### src/rtl/if_fetch_unit_pkg.sv
// Shared fetch-stage types: address width, FSM encoding, queue entry.
// Imported by the fetch unit and its queue.
package if_fetch_unit_pkg;

  localparam int ADDRESS_LEN = 32;

  typedef logic [ADDRESS_LEN-1:0] addr_t;

  localparam addr_t PC_STEP = 32'd4;

  typedef enum logic [1:0] {
    ST_IDLE    = 2'b00,
    ST_WAIT    = 2'b01,
    ST_DISCARD = 2'b10
  } fetch_state_t;

  typedef struct packed {
    addr_t pc;
    addr_t instr;
  } fetch_entry_t;

  function automatic addr_t align_word(input addr_t a);
    return a & ~addr_t'(3);
  endfunction

endpackage

### src/rtl/fetch_queue.sv
// Small circular queue of fetched {pc+4, instruction} entries.
// Flush wins over push and pop in the same cycle.
module fetch_queue
  import if_fetch_unit_pkg::*;
#(
  parameter int DEPTH = 2,
  parameter int CW    = $clog2(DEPTH + 1)
) (
  input  logic          clk,
  input  logic          rst,
  input  logic          i_push,
  input  fetch_entry_t  i_push_data,
  input  logic          i_pop,
  input  logic          i_flush,
  output fetch_entry_t  o_head,
  output logic [CW-1:0] o_count
);

  localparam int PW = (DEPTH > 2) ? 2 : 1;
  localparam logic [PW-1:0] LAST = PW'(DEPTH - 1);
  localparam logic [CW-1:0] FULL = CW'(DEPTH);

  fetch_entry_t  r_mem [DEPTH];
  logic [PW-1:0] r_rd;
  logic [PW-1:0] r_wr;
  logic [CW-1:0] r_count;

  logic w_pop;
  logic w_push;

  assign w_pop  = i_pop && (r_count != '0);
  assign w_push = i_push && ((r_count != FULL) || w_pop);

  function automatic logic [PW-1:0] nxt(
    input logic [PW-1:0] p
  );
    return (p == LAST) ? '0 : p + PW'(1);
  endfunction

  always_ff @(posedge clk or negedge rst) begin
    if (!rst) begin
      r_rd    <= '0;
      r_wr    <= '0;
      r_count <= '0;
    end else if (i_flush) begin
      r_rd    <= '0;
      r_wr    <= '0;
      r_count <= '0;
    end else begin
      if (w_push) r_wr <= nxt(r_wr);
      if (w_pop)  r_rd <= nxt(r_rd);
      unique case ({w_push, w_pop})
        2'b10:   r_count <= r_count + CW'(1);
        2'b01:   r_count <= r_count - CW'(1);
        default: r_count <= r_count;
      endcase
    end
  end

  always_ff @(posedge clk or negedge rst) begin
    if (!rst) begin
      for (int i = 0; i < DEPTH; i++) r_mem[i] <= '0;
    end else if (w_push && !i_flush) begin
      r_mem[r_wr] <= i_push_data;
    end
  end

  assign o_head  = r_mem[r_rd];
  assign o_count = r_count;

endmodule

### src/rtl/if_fetch_unit.sv
// Instruction fetch: one-outstanding memory handshake, redirect, and
// a small prefetch queue feeding the IF/ID register.
module if_fetch_unit
  import if_fetch_unit_pkg::*;
#(
  parameter int    QUEUE_DEPTH = 2,
  parameter addr_t RESET_PC    = 32'h0000_0000
) (
  input  logic  clk,
  input  logic  rst,
  input  logic  freeze,
  input  logic  branch_taken,
  input  addr_t branch_addr,
  output logic  mem_req,
  output addr_t mem_addr,
  input  logic  mem_ack,
  input  addr_t mem_rdata,
  output addr_t pc,
  output addr_t instruction,
  output logic  valid
);

  localparam int CW = $clog2(QUEUE_DEPTH + 1);

  fetch_state_t r_state;
  addr_t        r_fetch_pc;
  logic         r_mem_req;
  addr_t        r_mem_addr;

  logic [CW-1:0] w_count;
  fetch_entry_t  w_head;
  fetch_entry_t  w_push_data;
  addr_t         w_target;
  logic          w_valid;
  logic          w_push;
  logic          w_pop;
  logic          w_room;

  assign w_target = align_word(branch_addr);
  assign w_valid  = (w_count != '0);
  assign w_pop    = w_valid && !freeze;
  assign w_room   = (w_count < CW'(QUEUE_DEPTH));

  // Only a live WAIT ack delivers data; a redirect in the same cycle kills it.
  assign w_push = (r_state == ST_WAIT) && mem_ack && !branch_taken;

  assign w_push_data.pc    = r_mem_addr + PC_STEP;
  assign w_push_data.instr = mem_rdata;

  always_ff @(posedge clk or negedge rst) begin
    if (!rst) begin
      r_state    <= ST_IDLE;
      r_fetch_pc <= RESET_PC;
      r_mem_req  <= 1'b0;
      r_mem_addr <= '0;
    end else begin
      case (r_state)
        ST_IDLE: begin
          if (branch_taken) begin
            r_fetch_pc <= w_target;
          end else if (w_room) begin
            r_mem_req  <= 1'b1;
            r_mem_addr <= r_fetch_pc;
            r_state    <= ST_WAIT;
          end
        end
        ST_WAIT: begin
          if (mem_ack) begin
            r_mem_req <= 1'b0;
            r_state   <= ST_IDLE;
            r_fetch_pc <= branch_taken ? w_target
                                       : r_fetch_pc + PC_STEP;
          end else if (branch_taken) begin
            r_fetch_pc <= w_target;
            r_state    <= ST_DISCARD;
          end
        end
        ST_DISCARD: begin
          if (branch_taken) r_fetch_pc <= w_target;
          if (mem_ack) begin
            r_mem_req <= 1'b0;
            r_state   <= ST_IDLE;
          end
        end
        default: begin
          r_mem_req <= 1'b0;
          r_state   <= ST_IDLE;
        end
      endcase
    end
  end

  fetch_queue #(
    .DEPTH (QUEUE_DEPTH),
    .CW    (CW)
  ) u_queue (
    .clk         (clk),
    .rst         (rst),
    .i_push      (w_push),
    .i_push_data (w_push_data),
    .i_pop       (w_pop),
    .i_flush     (branch_taken),
    .o_head      (w_head),
    .o_count     (w_count)
  );

  assign mem_req     = r_mem_req;
  assign mem_addr    = r_mem_addr;
  assign valid       = w_valid;
  assign instruction = w_valid ? w_head.instr : '0;
  assign pc          = w_valid ? w_head.pc : r_fetch_pc;

endmodule

### config.mk
export PLATFORM = sky130hd
export DESIGN_NAME = if_fetch_unit
export DESIGN_NICKNAME = d
export VERILOG_FILES = /design/src/rtl/if_fetch_unit_pkg.sv /design/src/rtl/fetch_queue.sv /design/src/rtl/if_fetch_unit.sv
export SDC_FILE = /design/constraint.sdc
export NUM_CORES = 1
export LEC_CHECK = 0
export BUFFER_PORTS_ARGS = -buffer_cell sky130_fd_sc_hd__buf_2
export CAP_MARGIN = 20
export CORE_MARGIN = 2
export CORE_UTILIZATION = 50
export DETAILED_ROUTE_END_ITERATION = 10
export GPL_ROUTABILITY_DRIVEN = 1
export PLACE_DENSITY = 0.71
export REMOVE_ABC_BUFFERS = 1
export SLEW_MARGIN = 20
export SYNTH_ARGS = -nofsm -noshare
export SYNTH_HDL_FRONTEND = slang
export SYNTH_SLANG_ARGS = --single-unit
### constraint.sdc
create_clock -name clk -period 2.75 [get_ports clk]
set_input_delay 0.275 -clock clk [delete_from_list [all_inputs] [get_ports clk]]
set_output_delay 0.275 -clock clk [all_outputs]
set_load 0.05 [all_outputs]
==> flow_summary.ini <==
[clock_network]
root_buffer = clkbuf_16
ctsResizeCount = 0
cts_tree = built
clkLatencyLatePin_ps = 440
clkSinkCount = 199
clockBufferDepth = 2
path_clk_slew_ps = 70
htreeDepth = 4
cts_made_buffers = 17

[cells_and_area]
num_antenna_cells = 0
layout.cells.most_common_list = dfrtp_1 (198), buf_2 (163), mux2_2 (103), nor2_1 (92), nand2_1 (88)
layout.cells.non_filler = 1385
nets = 1182
nFillCells = 1743
area_growth_pct = 17.4
drive_above_1_share_pct = 31.1
mostFrequentLayoutCell = dfrtp_1

[place]
gp_congestion = 0.834
dpl.hpwl_um = 16900
dp_cells = 1352
numPortBuffers = 164
pre_cts_ws_ps = 342

[routing]
drc = 0
drt_first_iter_violations = 432
vias = 7795
firstDrtPassIters = 5
drt-total-wl_um = 24200
ant_nets = 0
vias_per_cell = 5.63
wl_per_cell_um = 17.5

[yosys]
synth-seq-cells = 199
synth_area_leaders = dfrtp_1 (49%), mux2_2 (11%), mux2i_1 (6.5%)
yosysTopAreaCellShare_pct = 49.3
ys_seq_area_share_pct = 49.3
netlist_instances = 964
synth.avg_cell_area_um2 = 10.5
synth-edff-count = 0
syn_area_um2 = 10100
yosysWarnings = 0
synth_top_flop_cell = dfrtp_1
async_flop_share_pct = 100
synth_top_area_cell = dfrtp_1
synth_cell_types = 59

[worst_hold_path]
hold_path_class = input port to register

[sta]
fin_setup_tns_ps = 0
fin_ws_ps = 219
finalCriticalPeriod_ps = 2530
setup_viol = 0
relSlewSlack_pct = 56.1
hold_ws_ps = 77.1
skew_ps = 8.70
finalCritPeriodShare_pct = 92.0
fmax_mhz = 395
rsz0062_at_grt = no
final_max_slew_viol_count = 0
worst-slew-pin-transition_ps = 659
final_hold_viol_count = 0

[setup_path]
crit_type = register to output port
required_ps = 2480
cp_max_fo = 35
critPathCaptureType = output port
rrSetupSlack_ps = 300
critPathLaunchType = register
cp.arrival_ps = 2260

[global_route]
grt-ovfl-total = 0
grt_max_degree = 75
grt.total_usage_pct = 23.4
grt_pass1_vias = 7715
grt_pass1_wl_um = 40400
antenna_found_initial = 0

[pwr]
p_total_mw = 13.4
vdd_drop_max_mv = 0.752
p_leak_nw = 5.21
power_density_nw_per_um2 = 1130

[die]
rows = 51
die_area_um2 = 21300
die_y_um = 146
fp.dieW_um = 146
io_pins = 167
core_um2 = 19700
start_util_pct = 51.4

[job]
drv_cap = 0

[status]
outcome = finished, final reports clean
## final cells by class
| class | count | area (um2) | share of cell area, % |
|---|---|---|---|
| Inverter | 11 | 41.3 | 0.348 |
| Clock buffer | 18 | 429 | 3.62 |
| Clock inverter | 14 | 161 | 1.36 |
| Multi-Input combinational cell | 686 | 4780 | 40.3 |
| Timing Repair Buffer | 192 | 1130 | 9.53 |
| Tap cell | 265 | 332 | 2.80 |
| Sequential cell | 199 | 4980 | 42.0 |
## per-stage QoR
step	utilization, %	instance area, um2
floorplan	-	9790
CTS	60.3	11900
finish	60.3	11900
global route	60.3	11900
detailed placement	57.3	11300
global placement	57.3	11300
## critical path, cell delays in order, from the launching register on
cell and delay, ps:
dfrtp_4 860, buf_4 350, mux2i_1 90, o21ai_0 210, buf_2 310
## power breakdown
part           total [mW]  internal, mW  switching (mW)
clock network        2.53          1.36            1.17
logic                5.64          2.00            3.65
registers            5.23          4.16            1.08
## cells by family (layout without fill, tap and decap cells)
group	count (synthesis)	in the layout	synth area share (%)
AND/OR/NAND/NOR	307	307	15.7
AO/OA/AOI/OAI	174	174	10.1
multiplexers	169	169	18.0
XOR/XNOR	30	30	2.60
flip-flops	199	199	49.3
adder cells (fa/ha/maj)	6	6	0.743
buffers and inverters	79	235	3.48
## synthesized netlist by cell type (all sizes together) (2+ instances only)
library cell  count
dfrtp           199
mux2            103
nor2             93
nand2            88
o21ai            81
mux2i            66
buf              44
a21oi            43
clkbuf           24
nand3            23
xnor2            19
nor3             18
nand4            16
nor4             15
a22oi            12
inv              11
xor2             11
nand3b           10
and3              9
and4              9
a211oi            7
nor2b             7
ha                6
o311ai            6
nor3b             5
and2              4
o22a              4
or3               4
o22ai             3
o2bb2ai           3
or2               3
a31oi             2
## timing repair
action	in CTS	in global routing
buffers inserted	0	0
hold endpoints to repair	60	0
endpoints found under the setup margin	0	0
hold buffers	1	0
## flip-flops by register name (all words and copies together), names as in the netlist
name / count
u_queue.r_mem: 128
mem_addr: 32
r_fetch_pc: 32
r_state: 2
u_queue.o_count: 2
mem_req: 1
u_queue.r_rd: 1
u_queue.r_wr: 1
## routing by layer
| metal | global-route usage, % | share of wire, % | vias to the layer above |
|---|---|---|---|
| met2 | 37.4 | 48 | 189 |
| met5 | 0 | 0 | - |
| met1 | 32.6 | 45 | 3851 |
| met4 | 6.60 | 1.9 | 0 |
| met3 | 4.94 | 5.3 | 31 |
| li1 | - | - | 3724 |
## final timing paths
path | startpoint | end | cells after the start
worst max-delay path | u_queue.r_rd$_DFFE_PN0P_ | pc[9] | 4
worst min-delay path | mem_rdata[9] | u_queue.r_mem[9]$_DFFE_PN0P_ | 2
worst max register to register | r_state[0]$_DFFE_PN0P_ | r_fetch_pc[20]$_DFFE_PN0P_ | 7
worst min register to register | u_queue.r_mem[98]$_DFFE_PN0P_ | u_queue.r_mem[98]$_DFFE_PN0P_ | 2
max in group asynchronous | rst | u_queue.r_mem[46]$_DFFE_PN0P_ | 3
min in group asynchronous | rst | u_queue.r_mem[34]$_DFFE_PN0P_ | 2
No activity file was read; power rests on OpenSTA's default activity.
